--- src/rtl/apb_cmd_master.sv ---
// APB3 initiator: turns a valid/ready command stream into single APB transfers
// and returns one response (read data, error, timeout flags) per command.
module apb_cmd_master #(
   parameter int unsigned TIMEOUT_CYCLES = 256,
   parameter int unsigned TO_W           = 16
) (
   input  logic        clk,
   input  logic        reset,
   // Command stream
   input  logic        cmd_valid,
   output logic        cmd_ready,
   input  logic [31:0] cmd_addr,
   input  logic        cmd_write,
   input  logic [31:0] cmd_wdata,
   // Response stream
   output logic        rsp_valid,
   input  logic        rsp_ready,
   output logic [31:0] rsp_rdata,
   output logic        rsp_err,
   output logic        rsp_timeout,
   output logic        busy,
   // APB3 initiator
   output logic        psel,
   output logic        penable,
   output logic [31:0] paddr,
   output logic        pwrite,
   output logic [31:0] pwdata,
   input  logic [31:0] prdata,
   input  logic        pready,
   input  logic        pslverr
);

   typedef enum logic [1:0] {StIdle, StSetup, StAccess, StResp} state_e;

   // Counter value in the last permitted ACCESS cycle; only used when the timeout is enabled
   localparam logic [TO_W-1:0] ToLast = TO_W'(TIMEOUT_CYCLES - 1);

   state_e          state;
   logic [TO_W-1:0] to_cnt;

   // Handshake and status outputs are pure state decodes
   always_comb begin
      cmd_ready = (state == StIdle);
      busy      = (state != StIdle);
   end

   // Transfer FSM with registered APB and response outputs
   always_ff @(posedge clk) begin
      if (reset) begin
         state       <= StIdle;
         to_cnt      <= '0;
         psel        <= 1'b0;
         penable     <= 1'b0;
         paddr       <= '0;
         pwrite      <= 1'b0;
         pwdata      <= '0;
         rsp_valid   <= 1'b0;
         rsp_rdata   <= '0;
         rsp_err     <= 1'b0;
         rsp_timeout <= 1'b0;
      end else begin
         unique case (state)
            StIdle: begin
               if (cmd_valid) begin
                  paddr   <= cmd_addr;
                  pwrite  <= cmd_write;
                  pwdata  <= cmd_wdata;
                  psel    <= 1'b1;
                  penable <= 1'b0;
                  state   <= StSetup;
               end
            end
            StSetup: begin
               penable <= 1'b1;
               to_cnt  <= '0;
               state   <= StAccess;
            end
            StAccess: begin
               // pready wins over a timeout landing in the same cycle
               if (pready) begin
                  psel        <= 1'b0;
                  penable     <= 1'b0;
                  rsp_rdata   <= pwrite ? 32'h0 : prdata;
                  rsp_err     <= pslverr;
                  rsp_timeout <= 1'b0;
                  rsp_valid   <= 1'b1;
                  state       <= StResp;
               end else if ((TIMEOUT_CYCLES != 0) && (to_cnt == ToLast)) begin
                  psel        <= 1'b0;
                  penable     <= 1'b0;
                  rsp_rdata   <= '0;
                  rsp_err     <= 1'b1;
                  rsp_timeout <= 1'b1;
                  rsp_valid   <= 1'b1;
                  state       <= StResp;
               end else begin
                  to_cnt <= to_cnt + 1'b1;
               end
            end
            StResp: begin
               if (rsp_ready) begin
                  rsp_valid <= 1'b0;
                  state     <= StIdle;
               end
            end
            default: state <= StIdle;
         endcase
      end
   end

endmodule

--- config.mk ---
export PLATFORM = sky130hd
export DESIGN_NAME = apb_cmd_master
export DESIGN_NICKNAME = d
export VERILOG_FILES = /design/src/rtl/apb_cmd_master.sv
export SDC_FILE = /design/constraint.sdc
export NUM_CORES = 1
export LEC_CHECK = 0
export BUFFER_PORTS_ARGS = -buffer_cell sky130_fd_sc_hd__buf_2
export CORE_MARGIN = 2
export CORE_UTILIZATION = 50
export DETAILED_ROUTE_END_ITERATION = 12
export PLACE_DENSITY = 0.95
export SYNTH_ARGS = -nofsm -noshare
export SYNTH_HDL_FRONTEND = slang
export SYNTH_SLANG_ARGS = --single-unit
--- constraint.sdc ---
create_clock -name clk -period 6.5 [get_ports clk]
set_clock_uncertainty 0.2 [all_clocks]
set_input_delay 0 -clock clk [delete_from_list [all_inputs] [get_ports clk]]
set_output_delay 0 -clock clk [all_outputs]
set_load 0.01 [all_outputs]
Word-level counts from Yosys, hierarchy flattened
Cells that the tools add are included.
- bits in registers: 120
- input port bits: 103
- output and inout bits: 104
- add/sub/neg operators: 1
- eq/ne operators: 9
- mux-type cells: 23
- reduce and logical (&&, ||, !) cells: 14
- operators by type and width (cell ; count):
    $mux 32 ; 3
    $mux 16 ; 2
    $pmux 16 s2 ; 1
    $add 16x1->16 const B ; 1
    $eq 16x8->1 const B ; 1
    $reduce_and 3->1 ; 5
    $reduce_bool 2->1 ; 5
    $mux 1 ; 9
    $mux 2 ; 4
    $ne 2x2->1 const B ; 4
    $pmux 2 s4 ; 1
    $eq 2x2->1 const B ; 2
    $pmux 1 s2 ; 2
    $reduce_and 2->1 ; 2
    $ne 3x3->1 const B ; 1
    $pmux 1 s3 ; 1
    $reduce_bool 3->1 ; 1
    $eq 2x1->1 const B ; 1
    $logic_not 2->1 ; 1

Longest topological paths before layout
Gate-level depths: netlist of run 1.
- word-level depth: 4
- gate-level depth with buffers: 7
- mapped depth without buffers: 6

Worst setup path before layout of run 1
No wires, ideal clock.
- path type: register to register
- start point: register to_cnt[8]
- end point: register rsp_rdata[0]
- data arrival time: 1874 ps
- data required time: 6183 ps
- slack: 4309 ps
- cell stages (with the launch flop): 7
- path buffers: 2
- period minus slack after synthesis: 2191 ps
- cells stage by stage: dfxtp_1 clkbuf_2 or4_4 o41ai_4 a21oi_2 buf_6 a22o_1
- word-level cells in the longest chain between the ends: 3
- RTL lines (element ; RTL line ; source):
    start, declared ; 39 ; logic [TO_W-1:0] to_cnt;
    start signal, assigned ; 97 ; to_cnt <= to_cnt + 1'b1;
    $eq 16x8->1 ; 88 ; end else if ((TIMEOUT_CYCLES != 0) && (to_cnt == ToLast)) begin
    $reduce_bool 2->1 (no line) ; - ;
    $reduce_and 2->1 (no line) ; - ;
    end signal, assigned ; 83 ; rsp_rdata <= pwrite ? 32'h0 : prdata;
    end, declared ; 18 ; output logic [31:0] rsp_rdata,
No other way between the ends.
A chain may end at the register's enable or synchronous reset.

Final worst setup path of run 1
- start point: register to_cnt[11]
- end point: register rsp_valid
- word-level cells in the longest chain between the ends: 3
- RTL lines (element ; RTL line ; source):
    $eq 16x8->1 ; 88 ;
    $ne 3x3->1 (no line) ; - ;
    $reduce_and 3->1 (no line) ; - ;
    end signal, assigned ; 86 ; rsp_valid <= 1'b1;
    end signal, assigned ; 94 ; rsp_valid <= 1'b1;
    end signal, assigned ; 102 ; rsp_valid <= 1'b0;
    end, declared ; 16 ; output logic rsp_valid,
No other way between the ends.

==> run metrics, run 1 <==
fin crit share=roughly half; instance count of the mapped netlist=slightly above 500; startpoint types=flip-flop; WL final=about 20000 µm; endpoints failing hold=0; # rows=34; # nets final=958; Worst Path Buf+Inv=1; Hold Path Class=input pin to flip-flop; EDFF count, synth=0; DRT antenna net count=0; Core ar.=approximately 8700 µm²; Arr. time, crit path=3.38 ns; first-pass GRT wire length=about 31000 µm; switching part of the total=around a third; buffers added on ports=~200; final setup TNS=0 ns; Starting Density=between 50% and 60%; Root Driver=clkbuf_8; vias per cell=5.90; post-CTS setup buffer count=0; Ys Warns=0; Synth area leader=dfxtp_1; num ports=a little over 200; Routability Congestion=0.916; pwr dens=between 300 and 400 nW/µm²; final std cells w/o fill=approximately 970; fmax=319 MHz; Die Height=98.5 µm; Synth-to-Final Area Change=71.1%; maximum vdd drop=between 200 and 250 µV; top_reg_cell synth=dfxtp_1; Int Power=approximately 1.8 mW; status=finished clean; fraction of layout cells with a size suffix above 1=just under 30%; fin. max-slew vios=0; Clock Power Share=a little under two fifths; Crit Path Max Fanout=18; Setup crit end kind=flip-flop; CTS Sinks=120; reg2reg setup slack=3.36 ns; Leakage=approximately 3.6 nW; crit-path cells=or4_4 -> o41ai_4 -> a21oi_1 -> a311oi_1 -> dlygate4sd3_1; wire per inst=~20 µm; Slew HR=roughly 15%; vias in the first global route=5745; RSZ-0062 raised after global routing=false; CP peak stage delay=0.91 ns; sequential cell fraction of total power=33.4%; n_diodes=0; minimum clock period=3.14 ns; ys async rst share=0%; initial DRC count=between 500 and 600; worst setup path category=flip-flop to flip-flop; critical path's slowest cell=o41ai_4; Skew-Pair Late Insertion Delay=~0.5 ns; DR pass1 iterations=5; full die area=9700 µm²; # DRC=0; largest net degree at the start of global routing=81; synthesized flop and latch total=120; Max Root-Sink Buffers=2; Die W=between 90 and 100 µm; Clk pin slew, worst setup/hold paths=roughly 0.06 ns; Comb pwr share=29.6%; Placed Cells=a little under 800; worst slew pin tran=about 1.3 ns; Synth Net Count=roughly 620; CTS Buf Count=17; vias post-DR=5716; syn avg cell area=8.82 µm²; # setup viols final=0; cell family contributing the most delay on the critical path=compound AO/OA/AOI/OAI gates; grt ovf=0; post-DP HPWL=~8400 µm; maxcap violations=0; Netlist cell types=46; Synth Cell Area=4460 µm²; synth top area cells=dfxtp_1 54%, nand2_1 12%, a21oi_1 8.9%, a22o_1 6.3%, clkbuf_1 1.7%; Sw Pwr=a little over 0.9 mW; Placed Instance Area=about 5500 µm²; initial antenna violation count=0; gr usage total=40.3%; cell with the most instances after synthesis=nand2_1; most frequent cells after synthesis=144 x nand2_1, 120 x dfxtp_1, 79 x a21oi_1; CP Data Required Time=between 6 and 7 ns; post-route cell area=approximately 7600 µm²; CTS tree=yes; post_cts resized=0; H-tree Lvls=4; top-area cell type share of the netlist area=approximately 54%; post-synthesis sequential area ratio=about 54%
[registers in the layout, indices dropped and copies added, names as in the netlist]
name,cells
pwdata,32
state,2
penable,1
rsp_valid,1
rsp_timeout,1
paddr,32
psel,1
to_cnt,16
rsp_err,1
pwrite,1
rsp_rdata,32
[what timing repair did]
item                                   4_1_cts  5_1_grt
endpoints found under the hold margin      117        0
hold buffers                               148        0
setup endpoints to repair                    0        0
[worst reg2reg max path: cells and delay by family, from the launching register on]
family	cells	cell delay, ns
AOI/OAI and AO/OA	3	1.36
and+or+nand+nor	1	0.58
buffers and inverters	1	0.58
DFF	1	0.36
[layout make-up]
class,count,area [µm²]
clock buffer,18,418
timing repair buffer,357,2530
clock inverter,13,218
sequential,120,2400
fill,321,1040
multi-input combinational,346,1900
inverter,7,26.3
tap,108,135
[metrics by stage]
step	power (mW)	hold WS, ns	util [%]	setup WS, ns
after floorplan	1.31	-0.0861	-	4.31
after global placement	1.50	0.0100	63.5	3.40
after detailed placement	1.53	0.0174	63.5	3.16
after CTS	2.66	0.0259	87.9	3.13
after global routing	2.87	0.0353	88.0	3.18
final	2.77	0.0396	88.0	3.36
[power by group through the flow]
| stage | Sequential (mW) | Combinational (mW) | Clock [mW] |
|---|---|---|---|
| after global placement | 0.913 | 0.587 | 0 |
| after detailed placement | 0.920 | 0.612 | 0 |
| after floorplan | 0.964 | 0.346 | 0 |
| after CTS | 0.907 | 0.736 | 1.02 |
| final | 0.927 | 0.821 | 1.03 |
| after global routing | 0.934 | 0.868 | 1.06 |
[layer usage]
layer  wire length [µm]  up-vias  track usage (%)
li1                   -     2449                -
met1               6860     2638             44.6
met2               9380      500             67.1
met3               2280      129             13.1
met4               1350        0             24.6
met5                  0        -                0
[final timing paths]
check                                   from                    endpoint  cells after the start
hold / removal                    prdata[26]  rsp_rdata[26]$_SDFFE_PP0P_                      3
setup / recovery     to_cnt[11]$_SDFFE_PP0P_      rsp_valid$_SDFFE_PP0P_                      5
setup reg to reg     to_cnt[11]$_SDFFE_PP0P_      rsp_valid$_SDFFE_PP0P_                      5
hold reg to reg   rsp_rdata[20]$_SDFFE_PP0P_  rsp_rdata[20]$_SDFFE_PP0P_                      1
[cells by family after synthesis]
logic type,synth area share [%]
compound gates,20.7
simple gates,19.4
flops,53.8
buf+inv,3.93
mux,0.449
fa+ha+maj,1.68
[layout by cell type (no fill, tap or decap), types with 3 or more instances in the layout]
cell	synthesis	final
nand4_1	6	6
a21oi_1	79	79
nand2b_1	4	4
buf_2	1	206
nand3_1	8	8
inv_1	7	7
dfxtp_1	120	120
buf_4	0	3
bufinv_16	0	5
clkbuf_16	0	16
inv_6	0	4
o21ai_0	8	8
nor2_1	8	8
a22o_1	32	32
or3_1	3	3
o211ai_1	3	3
nand2_1	144	143
dlygate4sd3_1	0	148
and4_1	4	4
ha_1	6	6
Power figures use the tool's default switching activity.
==> run 2: changes to the inputs <==
ABC_AREA = 1   (was not set)
CORE_UTILIZATION = 42   (was 50)
PLACE_DENSITY = 0.86   (was 0.95)
clock period = 2.75 ns   (was 6.5 ns; I/O delays follow)
==> run 2 against run 1 <==
The run now fails in 4_1_cts. Synthesized cell count up 24%. Area after synthesis increased by 4.1%.
==> run metrics, run 2 <==
CTS Buf Count=17 (unchanged); Placed Cells=946 (+20%); top_reg_cell synth=dfxtp_1; post-CTS setup buffer count=0 (unchanged); status=did not finish; EDFF count, synth=0 (unchanged); num ports=207 (unchanged); Root Driver=clkbuf_8; # rows=38 (+12%); first error=[ERROR RSZ-0060] Max buffer count reached.; H-tree Lvls=4 (unchanged); Max Root-Sink Buffers=2 (unchanged); CTS Sinks=120 (unchanged); post-DP HPWL=8050 µm (-4.5%); most frequent cells after synthesis=160 x nor2_1, 120 x dfxtp_1, 115 x nand2_1; buffers added on ports=206 (unchanged); Ys Warns=0 (unchanged); Die W=109 µm (+11%); Synth Cell Area=4650 µm² (+4.1%); post-synthesis sequential area ratio=51.7% (-2.1 points); Synth area leader=dfxtp_1; Netlist cell types=29 (-37%); top-area cell type share of the netlist area=51.7% (-2.1 points); cell with the most instances after synthesis=nor2_1; synth top area cells=dfxtp_1 52%, nor2_1 13%, nand2_1 9.3%, o21ai_0 8.1%, a21oi_1 4.7%; synthesized flop and latch total=120 (unchanged); instance count of the mapped netlist=629 (+24%); Routability Congestion=0.865 (-5.5%); post_cts resized=0 (unchanged); hold_buf cts=197 (+33%); stage reached=4_1_cts; Synth Net Count=738 (+20%); Starting Density=43.0% (-8.4 points); Die Height=109 µm (+11%); ys async rst share=0% (unchanged); syn avg cell area=7.39 µm² (-16%)
-- run 2: changes by cell type after synthesis, sizes merged, moves of 4 or more --
cell and delta:
o21ai +69, nand2b -4, nand2 -23, a21oi -36, nor2 +154, nand3 +6, or4 -4, inv +25
and4 -4, a22o -32
-- run 2: logic make-up after synthesis --
logic type	synth area share, %
AO/OA/AOI/OAI	14.1
XOR/XNOR	0.189
AND/OR/NAND/NOR	26.2
flip-flops	51.7
adder cells (fa/ha/maj)	1.62
buffers and inverters	6.14
-- run 2: through the flow --
step	setup slack (ns)	area, µm²	hold slack, ns	utilization [%]
after floorplan	1.01	4650	-0.0531	-
after detailed placement	0.642	5760	0.0463	53.4
after global placement	0.677	5760	0.0332	53.4
==> run 3: changes to the inputs <==
CORE_UTILIZATION = 40   (was 42)
PLACE_DENSITY = not set   (was 0.86)
PLACE_DENSITY_LB_ADDON = 0.15   (was not set)
clock period = 3.6 ns   (was 2.75 ns; I/O delays follow)
==> run 3 against run 2 <==
The flow now finishes without violations. Synthesized cell count unchanged. Area after synthesis unchanged.
==> run metrics, run 3 <==
status=finished clean; ys async rst share=0% (unchanged); fin crit share=between 80% and 90%; DRT antenna net count=0; Skew-Pair Late Insertion Delay=0.41 ns; Synth-to-Final Area Change=69.2%; Fill cells=slightly below 900; fin. max-slew vios=0; vias in the first global route=around 5400; hold_buf cts=151 (-23%); largest registers=paddr x32, pwdata x32, rsp_rdata x32; most frequent cells after synthesis=160 x nor2_1, 120 x dfxtp_1, 115 x nand2_1; first-pass GRT wire length=about 25000 µm; Hold Path Class=input pin to flip-flop; minimum clock period=between 3 and 4 ns; RSZ-0062 raised after global routing=false; # setup viols final=0; Die Height=112 µm (+2.4%); maxcap violations=0; CTS Sinks=120 (unchanged); initial antenna violation count=0; top-area cell type share of the netlist area=51.7% (unchanged); initial DRC count=between 300 and 400; setup ws final=between 0.4 and 0.5 ns; wire per inst=between 10 and 15 µm; most common cell after layout, fill and taps aside=buf_2; DR pass1 iterations=4; # nets final=~1100; gr usage total=24.5%; commonest cells after routing, fill and taps aside=206 x buf_2, 159 x nor2_1, 151 x dlygate4sd3_1; Starting Density=40.9% (-2.2 points); Core ar.=11400 µm²; Die W=112 µm (+2.4%); post-synthesis sequential area ratio=51.7% (unchanged); vias per cell=between 4 and 5; # rows=39 (+2.6%); EDFF count, synth=0 (unchanged); Crit Path Max Fanout=15; Hold Slack=0.180 ns; Clk pin slew, worst setup/hold paths=0.05 ns; num ports=207 (unchanged); full die area=~12000 µm²; fmax=~310 MHz; Ys Warns=0 (unchanged); Root Driver=clkbuf_16; instance count of the mapped netlist=629 (unchanged); WL final=~15000 µm; startpoint types=flip-flop; Setup crit end kind=flip-flop; Max Root-Sink Buffers=2 (unchanged); n_diodes=0; Slew HR=between 20% and 30%; post-DP HPWL=8310 µm (+3.2%); Synth area leader=dfxtp_1; post-CTS setup buffer count=0 (unchanged); CP Data Required Time=between 3 and 4 ns; worst slew pin tran=1.10 ns; # DRC=0; syn avg cell area=7.39 µm² (unchanged); post_cts resized=0 (unchanged); Leakage=roughly 3.7 nW; synthesized flop and latch total=120 (unchanged); cell with the most instances after synthesis=nor2_1; CTS tree=yes; synth top area cells=dfxtp_1 52%, nor2_1 13%, nand2_1 9.3%, o21ai_0 8.1%, a21oi_1 4.7%; largest net degree at the start of global routing=79; fraction of layout cells with a size suffix above 1=between 20% and 30%; endpoints failing hold=0; pwr dens=between 600 and 700 nW/µm²; worst setup path category=flip-flop to flip-flop; Synth Net Count=738 (unchanged); H-tree Lvls=4 (unchanged); Post-Place Setup Slack=1.39 ns (+0.751 ns); Routability Congestion=0.831 (-3.9%); top_reg_cell synth=dfxtp_1; vias post-DR=5423; Netlist cell types=29 (unchanged); grt ovf=0; buffers added on ports=206 (unchanged); final setup TNS=0 ns; Synth Cell Area=4650 µm² (unchanged); Arr. time, crit path=between 3 and 4 ns; maximum vdd drop=between 400 and 500 µV; CTS Buf Count=17 (unchanged)
## run 3: cell counts after synthesis
Identical to the previous run, type by type.
## run 3: stage by stage
stage | utilization [%] | area, µm² | total power [mW] | cells
after CTS | 69.1 | 7860 | 4.95 | 1129
after global routing | 69.1 | 7860 | 5.23 | 1129
after global placement | 50.3 | 5720 | 2.98 | 946
final | 69.1 | 7860 | 4.95 | 1129
after floorplan | - | 4650 | 2.54 | 629
after detailed placement | 50.3 | 5720 | 3.01 | 946
## run 3: kinds of logic (layout without fill, tap and decap cells)
| family | Yosys count | in the layout | share of synthesized area [%] |
|---|---|---|---|
| compound gates | 128 | 128 | 14.1 |
| xor+xnor | 1 | 1 | 0.189 |
| fa+ha+maj | 6 | 6 | 1.62 |
| buf+inv | 68 | 425 | 6.14 |
| flops | 120 | 120 | 51.7 |
| simple gates | 306 | 306 | 26.2 |
## run 3: path summary, 6_finish.rpt
check | from | endpoint | slack, ns | cells past startpoint
worst max-delay path | state[0]$_SDFFE_PP0P_ | rsp_rdata[16]$_SDFFE_PP0P_ | 0.41 | 8
worst min-delay path | cmd_addr[0] | paddr[0]$_SDFFE_PP0P_ | 0.18 | 4
worst max register to register | state[0]$_SDFFE_PP0P_ | rsp_rdata[16]$_SDFFE_PP0P_ | 0.41 | 8
worst min register to register | pwdata[5]$_SDFFE_PP0P_ | pwdata[5]$_SDFFE_PP0P_ | 0.28 | 2
## run 3: layer usage
metal,wire (µm),vias up,track usage (%)
met5,0,-,0
li1,-,2702,-
met4,380,0,10.1
met3,1030,34,7.57
met2,7650,205,43.4
met1,6190,2482,27.3
## run 3: where the power goes
| part | switching [mW] | internal [mW] | total (mW) |
|---|---|---|---|
| Sequential | 0.144 | 1.60 | 1.74 |
| Combinational | 0.837 | 0.596 | 1.43 |
| Clock | 0.578 | 1.20 | 1.77 |
## run 3: cell type report
type	instances	area, µm²	area share [%]
Clock buffer	25	515	6.56
Clock inverter	7	113	1.43
Multi-Input combinational cell	441	1960	24.9
Sequential cell	120	2400	30.6
Tap cell	143	179	2.28
Inverter	33	124	1.58
Timing Repair Buffer	360	2560	32.6
## run 3: critical path, stage by stage, from the launching register on
cell	delay, ns
dfxtp_1	0.33
inv_1	0.13
ha_1	0.32
nand2_1	0.15
nor2_2	0.51
nand2_1	0.13
dlygate4sd3_1	0.60
a21oi_1	0.18
dlygate4sd3_1	0.58
